File: config.mk
export PLATFORM = sky130hd
export DESIGN_NAME = apu_reg_bank_flat
export DESIGN_NICKNAME = d
export VERILOG_FILES = /design/src/rtl/apu_reg_bank_if.sv /design/src/rtl/apu_reg_bank.sv /design/src/flat_wrapper.sv
export SDC_FILE = /design/constraint.sdc
export NUM_CORES = 1
export LEC_CHECK = 0
export CORE_UTILIZATION = 60
export DETAILED_ROUTE_END_ITERATION = 8
export DONT_BUFFER_PORTS = 1
export PLACE_DENSITY = 0.76
export SLEW_MARGIN = 15
export SYNTH_ARGS = -nofsm -noshare
export SYNTH_HDL_FRONTEND = slang
export SYNTH_SLANG_ARGS = --single-unit
File: constraint.sdc
create_clock -name dclk -period 2.63 [get_ports dclk]
set_clock_uncertainty 0.15 [all_clocks]
set_input_delay 0 -clock dclk [delete_from_list [all_inputs] [get_ports dclk]]
set_output_delay 0 -clock dclk [all_outputs]
set_load 0.02 [all_outputs]
File: src/rtl/apu_reg_bank_if.sv
// apu_reg_bank_if: CPU-side bus into the APU register bank (address, data, rw, select, read data).
interface apu_reg_bank_if #(parameter int DATA_W = 8);
  logic [15:0]       sys_addr;
  logic [DATA_W-1:0] sys_data;
  logic              sys_rw;
  logic              sel;
  logic [DATA_W-1:0] rd_data;
  modport master (output sys_addr, sys_data, sys_rw, sel, input rd_data);
  modport slave  (input sys_addr, sys_data, sys_rw, sel, output rd_data);
endinterface

File: src/rtl/apu_reg_bank.sv
// apu_reg_bank: multi-channel APU register bank with write strobes, channel enables and restart handshake.
// Define APU_REG_READBACK_EN to return register contents and enables on reads.
module apu_reg_bank #(
  parameter int CHANNELS    = 5,
  parameter int REGS_PER_CH = 4,
  parameter int DATA_W      = 8,
  parameter int ADDR_W      = 5
) (
  input  logic                                   dclk,
  input  logic                                   n_reset,
  apu_reg_bank_if.slave                          bus,
  output logic [CHANNELS*REGS_PER_CH*DATA_W-1:0] o_regs,
  output logic [CHANNELS*REGS_PER_CH-1:0]        o_wr_strobe,
  output logic [CHANNELS-1:0]                    o_enable,
  output logic [CHANNELS-1:0]                    o_restart_req,
  input  logic [CHANNELS-1:0]                    i_restart_ack
);
  localparam int NREG       = CHANNELS * REGS_PER_CH;
  localparam int STATUS_IDX = NREG;
  logic [DATA_W-1:0]            r_regs [NREG];
  logic [NREG-1:0]              r_strobe;
  logic [CHANNELS-1:0]          r_enable;
  logic [CHANNELS-1:0]          r_restart;
  logic [DATA_W-1:0]            r_rd;
  logic                         w_we;
  logic                         w_re;
  logic                         w_status_wr;
  logic [ADDR_W-1:0]            w_idx;
  logic [NREG-1:0]              w_hit;
  logic [CHANNELS-1:0]          w_set;
  logic [CHANNELS-1:0]          w_keep;
  logic [DATA_W-1:0]            w_rd_val;
  logic [DATA_W+2*CHANNELS-1:0] w_stat;
  logic                         w_unused;
  assign w_we        = bus.sel & bus.sys_rw;
  assign w_re        = bus.sel & ~bus.sys_rw;
  assign w_idx       = bus.sys_addr[ADDR_W-1:0];
  assign w_status_wr = w_we && w_idx == ADDR_W'(STATUS_IDX);
  // channels being disabled by a status write drop their pending restart
  assign w_keep      = w_status_wr ? bus.sys_data[CHANNELS-1:0] : '1;
`ifdef APU_REG_READBACK_EN
  assign w_stat = {{DATA_W{1'b0}}, r_enable, r_restart};
`else
  assign w_stat = {{(DATA_W+CHANNELS){1'b0}}, r_restart};
`endif
  assign w_unused = ^{bus.sys_addr[15:ADDR_W], w_stat[DATA_W+2*CHANNELS-1:DATA_W]};
  always_comb begin
    w_hit = '0;
    for (int i = 0; i < NREG; i++) w_hit[i] = w_we && w_idx == ADDR_W'(i);
  end
  always_comb begin
    w_set = '0;
    for (int c = 0; c < CHANNELS; c++) w_set[c] = w_hit[c*REGS_PER_CH+REGS_PER_CH-1] & r_enable[c];
  end
  always_comb begin
    w_rd_val = w_idx == ADDR_W'(STATUS_IDX) ? w_stat[DATA_W-1:0] : '0;
`ifdef APU_REG_READBACK_EN
    for (int i = 0; i < NREG; i++) if (w_idx == ADDR_W'(i)) w_rd_val = r_regs[i];
`endif
  end
  always_ff @(posedge dclk or negedge n_reset) begin
    if (!n_reset) begin
      for (int i = 0; i < NREG; i++) r_regs[i] <= '0;
      r_strobe  <= '0;
      r_enable  <= '0;
      r_restart <= '0;
      r_rd      <= '0;
    end else begin
      for (int i = 0; i < NREG; i++) if (w_hit[i]) r_regs[i] <= bus.sys_data;
      r_strobe <= w_hit;
      if (w_status_wr) r_enable <= bus.sys_data[CHANNELS-1:0];
      r_restart <= w_set | (r_restart & ~i_restart_ack & w_keep);
      if (w_re) r_rd <= w_rd_val;
    end
  end
  for (genvar i = 0; i < NREG; i++) begin : g_regs
    assign o_regs[i*DATA_W +: DATA_W] = r_regs[i];
  end
  assign o_wr_strobe   = r_strobe;
  assign o_enable      = r_enable;
  assign o_restart_req = r_restart;
  assign bus.rd_data   = r_rd;
endmodule
File: src/flat_wrapper.sv
// flat-port wrapper written by rule: the top's interface ports become plain ports
module apu_reg_bank_flat 
#(
  parameter int CHANNELS    = 5,
  parameter int REGS_PER_CH = 4,
  parameter int DATA_W      = 8,
  parameter int ADDR_W      = 5
)
  (dclk, n_reset, o_regs, o_wr_strobe, o_enable, o_restart_req, i_restart_ack, bus_sys_addr, bus_sys_data, bus_sys_rw, bus_sel, bus_rd_data);
  apu_reg_bank_if #(.DATA_W(DATA_W)) bus_i ();
  input  logic dclk;
  input  logic n_reset;
  output logic [CHANNELS*REGS_PER_CH*DATA_W-1:0] o_regs;
  output logic [CHANNELS*REGS_PER_CH-1:0] o_wr_strobe;
  output logic [CHANNELS-1:0] o_enable;
  output logic [CHANNELS-1:0] o_restart_req;
  input  logic [CHANNELS-1:0] i_restart_ack;
  input wire logic [$bits(bus_i.sys_addr)-1:0] bus_sys_addr;
  input wire logic [$bits(bus_i.sys_data)-1:0] bus_sys_data;
  input wire logic [$bits(bus_i.sys_rw)-1:0] bus_sys_rw;
  input wire logic [$bits(bus_i.sel)-1:0] bus_sel;
  output wire logic [$bits(bus_i.rd_data)-1:0] bus_rd_data;
  assign bus_i.sys_addr = bus_sys_addr;
  assign bus_i.sys_data = bus_sys_data;
  assign bus_i.sys_rw = bus_sys_rw;
  assign bus_i.sel = bus_sel;
  assign bus_rd_data = bus_i.rd_data;
  apu_reg_bank #(.CHANNELS(CHANNELS), .REGS_PER_CH(REGS_PER_CH), .DATA_W(DATA_W), .ADDR_W(ADDR_W)) u_core (.dclk(dclk), .n_reset(n_reset), .bus(bus_i), .o_regs(o_regs), .o_wr_strobe(o_wr_strobe), .o_enable(o_enable), .o_restart_req(o_restart_req), .i_restart_ack(i_restart_ack));
endmodule
==> results of run 1 <==
==> routing by layer <==
layer	vias to the layer above	part of all wire, %	global-route usage (%)
li1	1666	-	-
met1	2083	40	31.6
met2	197	48	42.4
met3	22	10	12.1
met4	0	1.6	10.8
met5	-	0	0
==> sequential cells by signal, summed over array words and instances (netlist names) <==
signal                flops
u_core.bus.rd_data        5
u_core.o_enable           5
u_core.o_regs           160
u_core.o_restart_req      5
u_core.o_wr_strobe       20
==> how the worst max path moves through the flow <==
stage / endpoint
finish: u_core.o_regs[57]
global route: u_core.o_regs[57]
CTS: u_core.o_regs[57]
detailed placement: u_core.o_regs[48]
global placement: u_core.o_regs[79]
floorplan: u_core.o_regs[32]
==> layout make-up <==
| type | count | area [sq um] |
|---|---|---|
| flip-flops and latches | 195 | 4880 |
| well taps | 147 | 184 |
| fillers | 864 | 3790 |
| clock inverters | 5 | 50.0 |
| clock buffers | 27 | 493 |
| repair buffers | 25 | 245 |
| inverters | 19 | 71.3 |
| multi-input cells | 223 | 2300 |
| diodes | 2 | 5.00 |
==> Yosys cell counts <==
cell type | instances | area share (%)
or2_1 | 1 | 0.085
o21ai_0 | 2 | 0.14
dfrtp_1 | 195 | 66
inv_1 | 19 | 0.96
nor3_1 | 4 | 0.27
nor2_1 | 3 | 0.15
nand4_1 | 4 | 0.34
o311ai_0 | 2 | 0.24
o2bb2ai_1 | 3 | 0.35
nand2b_1 | 6 | 0.51
and3b_1 | 1 | 0.12
buf_6 | 2 | 0.30
nor4_4 | 1 | 0.29
conb_1 | 1 | 0.051
clkbuf_1 | 22 | 1.1
and3_1 | 1 | 0.085
nor4b_1 | 1 | 0.12
nor4_1 | 2 | 0.17
a22o_1 | 5 | 0.59
mux2_4 | 8 | 1.6
nand3b_1 | 1 | 0.10
buf_2 | 9 | 0.61
or4b_1 | 3 | 0.41
or4_1 | 6 | 0.61
nand3_1 | 1 | 0.068
nand2_1 | 5 | 0.25
mux2_2 | 157 | 24
buf_4 | 3 | 0.30
nor3_2 | 3 | 0.41
==> per-stage QoR <==
stage | area [sq um] | worst slack, ns | hold WS [ns] | instances | util, %
6_report | 8230 | 0.161 | -0.875 | 643 | 68.5
5_1_grt | 8230 | 0.0758 | -0.906 | 643 | 68.5
4_1_cts | 8220 | 0.186 | -0.893 | 641 | 68.4
3_5_place_dp | 7450 | 0.674 | -0.442 | 586 | 62.0
3_3_place_gp | 7450 | 0.739 | -0.442 | 586 | 62.0
2_1_floorplan | 7410 | 0.937 | -0.446 | 473 | -
==> kinds of logic after synthesis <==
logic type	after synthesis	synth area share (%)
compound gates	12	1.32
flops	195	65.9
mux	165	25.5
simple gates	43	3.97
buf+inv	55	3.29
other cells	1	0.0506
==> worst max-delay path: stages <==
cell,delay [ns]
dlygate4sd3_1,0.81
inv_1,0.20
nor4_4,0.29
dlygate4sd3_1,0.90
mux2_2,0.40
==> power groups by stage <==
| stage | Sequential (W) | Clock (W) | Combinational (W) |
|---|---|---|---|
| floorplan | 0.00398 | 0 | 0.000365 |
| global placement | 0.00407 | 0 | 0.000342 |
| detailed placement | 0.00408 | 0 | 0.000370 |
| CTS | 0.00403 | 0.00242 | 0.000453 |
| global route | 0.00407 | 0.00253 | 0.000489 |
| finish | 0.00403 | 0.00238 | 0.000450 |
==> results.json, run 1 <==
{
  "outcome": "finished with violations",
  "failed_checks": "negative hold slack",
  "start_kind": "input pin",
  "syn_inst": 471,
  "routabilityCongestion": 0.719,
  "slew_headroom_pct": 26.0,
  "htree_levels": 4,
  "clock_power_share_pct": 34.7,
  "path_max_fanout": 13,
  "endpoint_kind": "flop",
  "cts_setup_buffers": 0,
  "reg2reg_slack_ns": 1.55,
  "io_pins": 231,
  "drv_slew": 0,
  "die-height_microns": 113,
  "setup_viol": 0,
  "grt_pass1_wl_microns": 24500,
  "rows": 40,
  "fmax_mhz": 405,
  "drtIter0Drc": 174,
  "ctsHoldBuffers": 23,
  "final_cell_mix": "195 x dfrtp_1, 157 x mux2_2, 23 x dlygate4sd3_1",
  "whs_ns": -0.875,
  "fin_crit_sh_pct": 93.9,
  "cap_violations": 0,
  "mostFrequentLayoutCell": "dfrtp_1",
  "peakVddDrop_mv": 0.510,
  "nets": 514,
  "clockBufferDepth": 2,
  "hold_path_class": "in2async",
  "power.density_nw_per_um2": 834,
  "drive_above_1_share_pct": 39.9,
  "synth_cell_types": 29,
  "p_leak_nw": 4.16,
  "p_int_w": 0.00499,
  "antenna_found_initial": 2,
  "finalHoldViolCount": 195,
  "synth_warnings": 0,
  "fp.dieW_microns": 113,
  "clkLatencyLatePin_ns": 0.42,
  "ys_ff_latch": 195,
  "ctsRootBufferMaster": "clkbuf_16",
  "vias_per_cell": 6.17,
  "rsz0062_at_grt": "no",
  "critPathLaunch": "bus_sys_addr[2]",
  "io_buffers": 0,
  "worst_pin_slew_ns": 1.11,
  "gr-total-overflow": 0,
  "p_total_w": 0.00686,
  "power_frac_comb_pct": 6.6,
  "antenna_left": 0,
  "reg2reg_to": "u_core.o_restart_req[4]",
  "reg2reg_from": "u_core.o_restart_req[4]",
  "vias": 3968,
  "required_ns": 2.78,
  "worstRegToRegCells": 2,
  "totalWireLength_microns": 16200,
  "cts_tree": "done",
  "route.detailed.drc": 0,
  "cts_buffers": 17,
  "synth-seq-area-share_pct": 65.9,
  "finalCriticalPeriod_ns": 2.47,
  "setup_tns_ns": 0,
  "area_growth_pct": 11.0,
  "critical_path_class": "in2reg",
  "crit_arrival_ns": 2.62,
  "switching_share_pct": 27.2,
  "cts_sinks": 195,
  "grt_max_degree": 196,
  "switching_power_w": 0.00187,
  "die_area_sq_um": 12800,
  "cts_resized": 0,
  "start_util_pct": 61.7,
  "grt_use_total_pct": 26.6,
  "core_sq_um": 12000,
  "seqPwrFrac_pct": 58.8,
  "wl_per_cell_microns": 25.2,
  "first_pass_iters": 5,
  "grt_pass1_vias": 4146,
  "clkTransAtPathRegs_ns": 0.06,
  "dp_hpwl_microns": 10000,
  "syn_area_per_cell_sq_um": 15.7,
  "syn-cell-area_sq_um": 7410
}
Power figures use the tool's default switching activity.
==> run 2: changes to the inputs <==
--- a/config.mk
+++ b/config.mk
@@ -8,7 +8,9 @@
 export CORE_UTILIZATION = 60
 export DETAILED_ROUTE_END_ITERATION = 8
 export DONT_BUFFER_PORTS = 1
+export GPL_TIMING_DRIVEN = 0
 export PLACE_DENSITY = 0.76
+export RECOVER_POWER = 100
 export SLEW_MARGIN = 15
 export SYNTH_ARGS = -nofsm -noshare
 export SYNTH_HDL_FRONTEND = slang
==> results.json, run 2 (same netlist as run 1, synthesis figures left out) <==
{
  "htree_levels": 4,
  "core_sq_um": 12000,
  "antenna_left": 0,
  "path_max_fanout": 10,
  "drive_above_1_share_pct": 37.1,
  "p_total_w": 0.00689,
  "gr-total-overflow": 0,
  "first_pass_iters": 4,
  "cts_buffers": 17,
  "grt_max_degree": 196,
  "rows": 40,
  "start_util_pct": 61.7,
  "cts_resized": 0,
  "peakVddDrop_mv": 0.468,
  "final_core_util_pct": 69.9,
  "largest_register_ffs": 160,
  "whs_ns": -0.882,
  "cp_common_cell": "dlygate4sd3_1",
  "cts_setup_buffers": 0,
  "clock_power_share_pct": 35.0,
  "dp_hpwl_microns": 10600,
  "setup_viol": 0,
  "start_kind": "input pin",
  "rsz0062_at_grt": "no",
  "nets": 554,
  "wl_per_cell_microns": 24.2,
  "vias": 4057,
  "drv_slew": 0,
  "grt_use_total_pct": 27.2,
  "seqPwrFrac_pct": 58.5,
  "slowest_delay_ns": 0.85,
  "clockBufferDepth": 2,
  "io_pins": 231,
  "die-height_microns": 113,
  "clkTransAtPathRegs_ns": 0.07,
  "p_int_w": 0.00496,
  "crit_chain": "dlygate4sd3_1, nand3b_1, clkbuf_1, nor3_2, o2bb2ai_1, dlygate4sd3_1",
  "required_ns": 2.84,
  "path_buf_inv": 3,
  "worst_pin_slew_ns": 0.961,
  "hold_path_class": "in2async",
  "finalCriticalPeriod_ns": 2.46,
  "crit_arrival_ns": 2.67,
  "cts_tree": "done",
  "power.density_nw_per_um2": 820,
  "slew_headroom_pct": 35.6,
  "area_growth_pct": 13.4,
  "totalWireLength_microns": 16500,
  "grt_pass1_vias": 4358,
  "final_cell_mix": "195 x dfrtp_1, 156 x mux2_2, 30 x clkbuf_1",
  "power_frac_comb_pct": 6.5,
  "drtIter0Drc": 199,
  "cp_slowest_cell": "nor3_2",
  "failed_checks": "negative hold slack",
  "ctsRootBufferMaster": "clkbuf_16",
  "cap_violations": 0,
  "endpoint_kind": "flop",
  "switching_share_pct": 28.0,
  "ctsHoldBuffers": 29,
  "p_leak_nw": 4.22,
  "die_area_sq_um": 12800,
  "fmax_mhz": 407,
  "vias_per_cell": 5.96,
  "io_buffers": 0,
  "finalHoldViolCount": 195,
  "mostFrequentLayoutCell": "dfrtp_1",
  "antenna_found_initial": 0,
  "outcome": "finished with violations",
  "fin_crit_sh_pct": 93.5,
  "fp.dieW_microns": 113,
  "clkLatencyLatePin_ns": 0.42,
  "critical_path_class": "in2reg",
  "routabilityCongestion": 0.815,
  "cp_top_family": "buffers and inverters",
  "grt_pass1_wl_microns": 25200,
  "switching_power_w": 0.00193,
  "setup_tns_ns": 0,
  "cts_sinks": 195,
  "route.detailed.drc": 0
}
-- run 2: cell type report --
cell class | instances | area, sq um
timing repair buffer | 29 | 290
tap | 147 | 184
multi-input combinational | 223 | 2260
clock buffer | 19 | 453
antenna | 1 | 2.50
inverter | 19 | 71.3
buffer | 36 | 150
fill | 845 | 3610
clock inverter | 12 | 106
sequential | 195 | 4880
-- run 2: worst register-to-register path: cells and delay by family, from the launching register on --
family,cells,cell delay [ns]
AO/OA/AOI/OAI,2,0.30
flip-flops,1,0.50
buffers and inverters,1,0.61
-- run 2: path summary, 6_finish.rpt --
kind                       slack [ns]  depth (start not counted)                       to                    start
max reg2reg                      0.96                          3  u_core.o_restart_req[0]  u_core.o_restart_req[0]
min                             -0.88                          0        u_core.o_regs[84]                  n_reset
min reg2reg                      0.51                          1        u_core.o_regs[34]        u_core.o_regs[34]
max in group asynchronous        3.04                          0         u_core.o_regs[2]                  n_reset
min in group dclk                0.02                          2         u_core.o_regs[9]          bus_sys_data[1]
max                              0.17                          6  u_core.o_restart_req[3]          bus_sys_addr[4]
-- run 2: layer usage --
metal  up-vias  routed length [microns]  part of all wire (%)  GRT usage, %
met4         0                      456                   2.8          13.3
li1       1741                        -                     -             -
met3        34                     1780                    11          12.8
met2       191                     8140                    49          43.7
met5         -                        0                     0             0
met1      2091                     6090                    37          30.7
-- run 2: per-stage QoR --
stage	instances	instance area (sq um)	hold slack, ns	worst slack [ns]
detailed placement	620	7600	-0.442	0.677
finish	681	8400	-0.882	0.171
global placement	620	7600	-0.442	0.750
global route	680	8400	-0.905	0.0519
floorplan	473	7410	-0.446	0.937
CTS	680	8450	-0.901	0.278
-- run 2: power by group through the flow --
stage | sequential (W) | clock [W] | combinational (W)
2_1_floorplan | 0.00398 | 0 | 0.000365
3_3_place_gp | 0.00407 | 0 | 0.000403
3_5_place_dp | 0.00408 | 0 | 0.000432
4_1_cts | 0.00403 | 0.00246 | 0.000465
5_1_grt | 0.00407 | 0.00256 | 0.000487
6_report | 0.00403 | 0.00241 | 0.000447
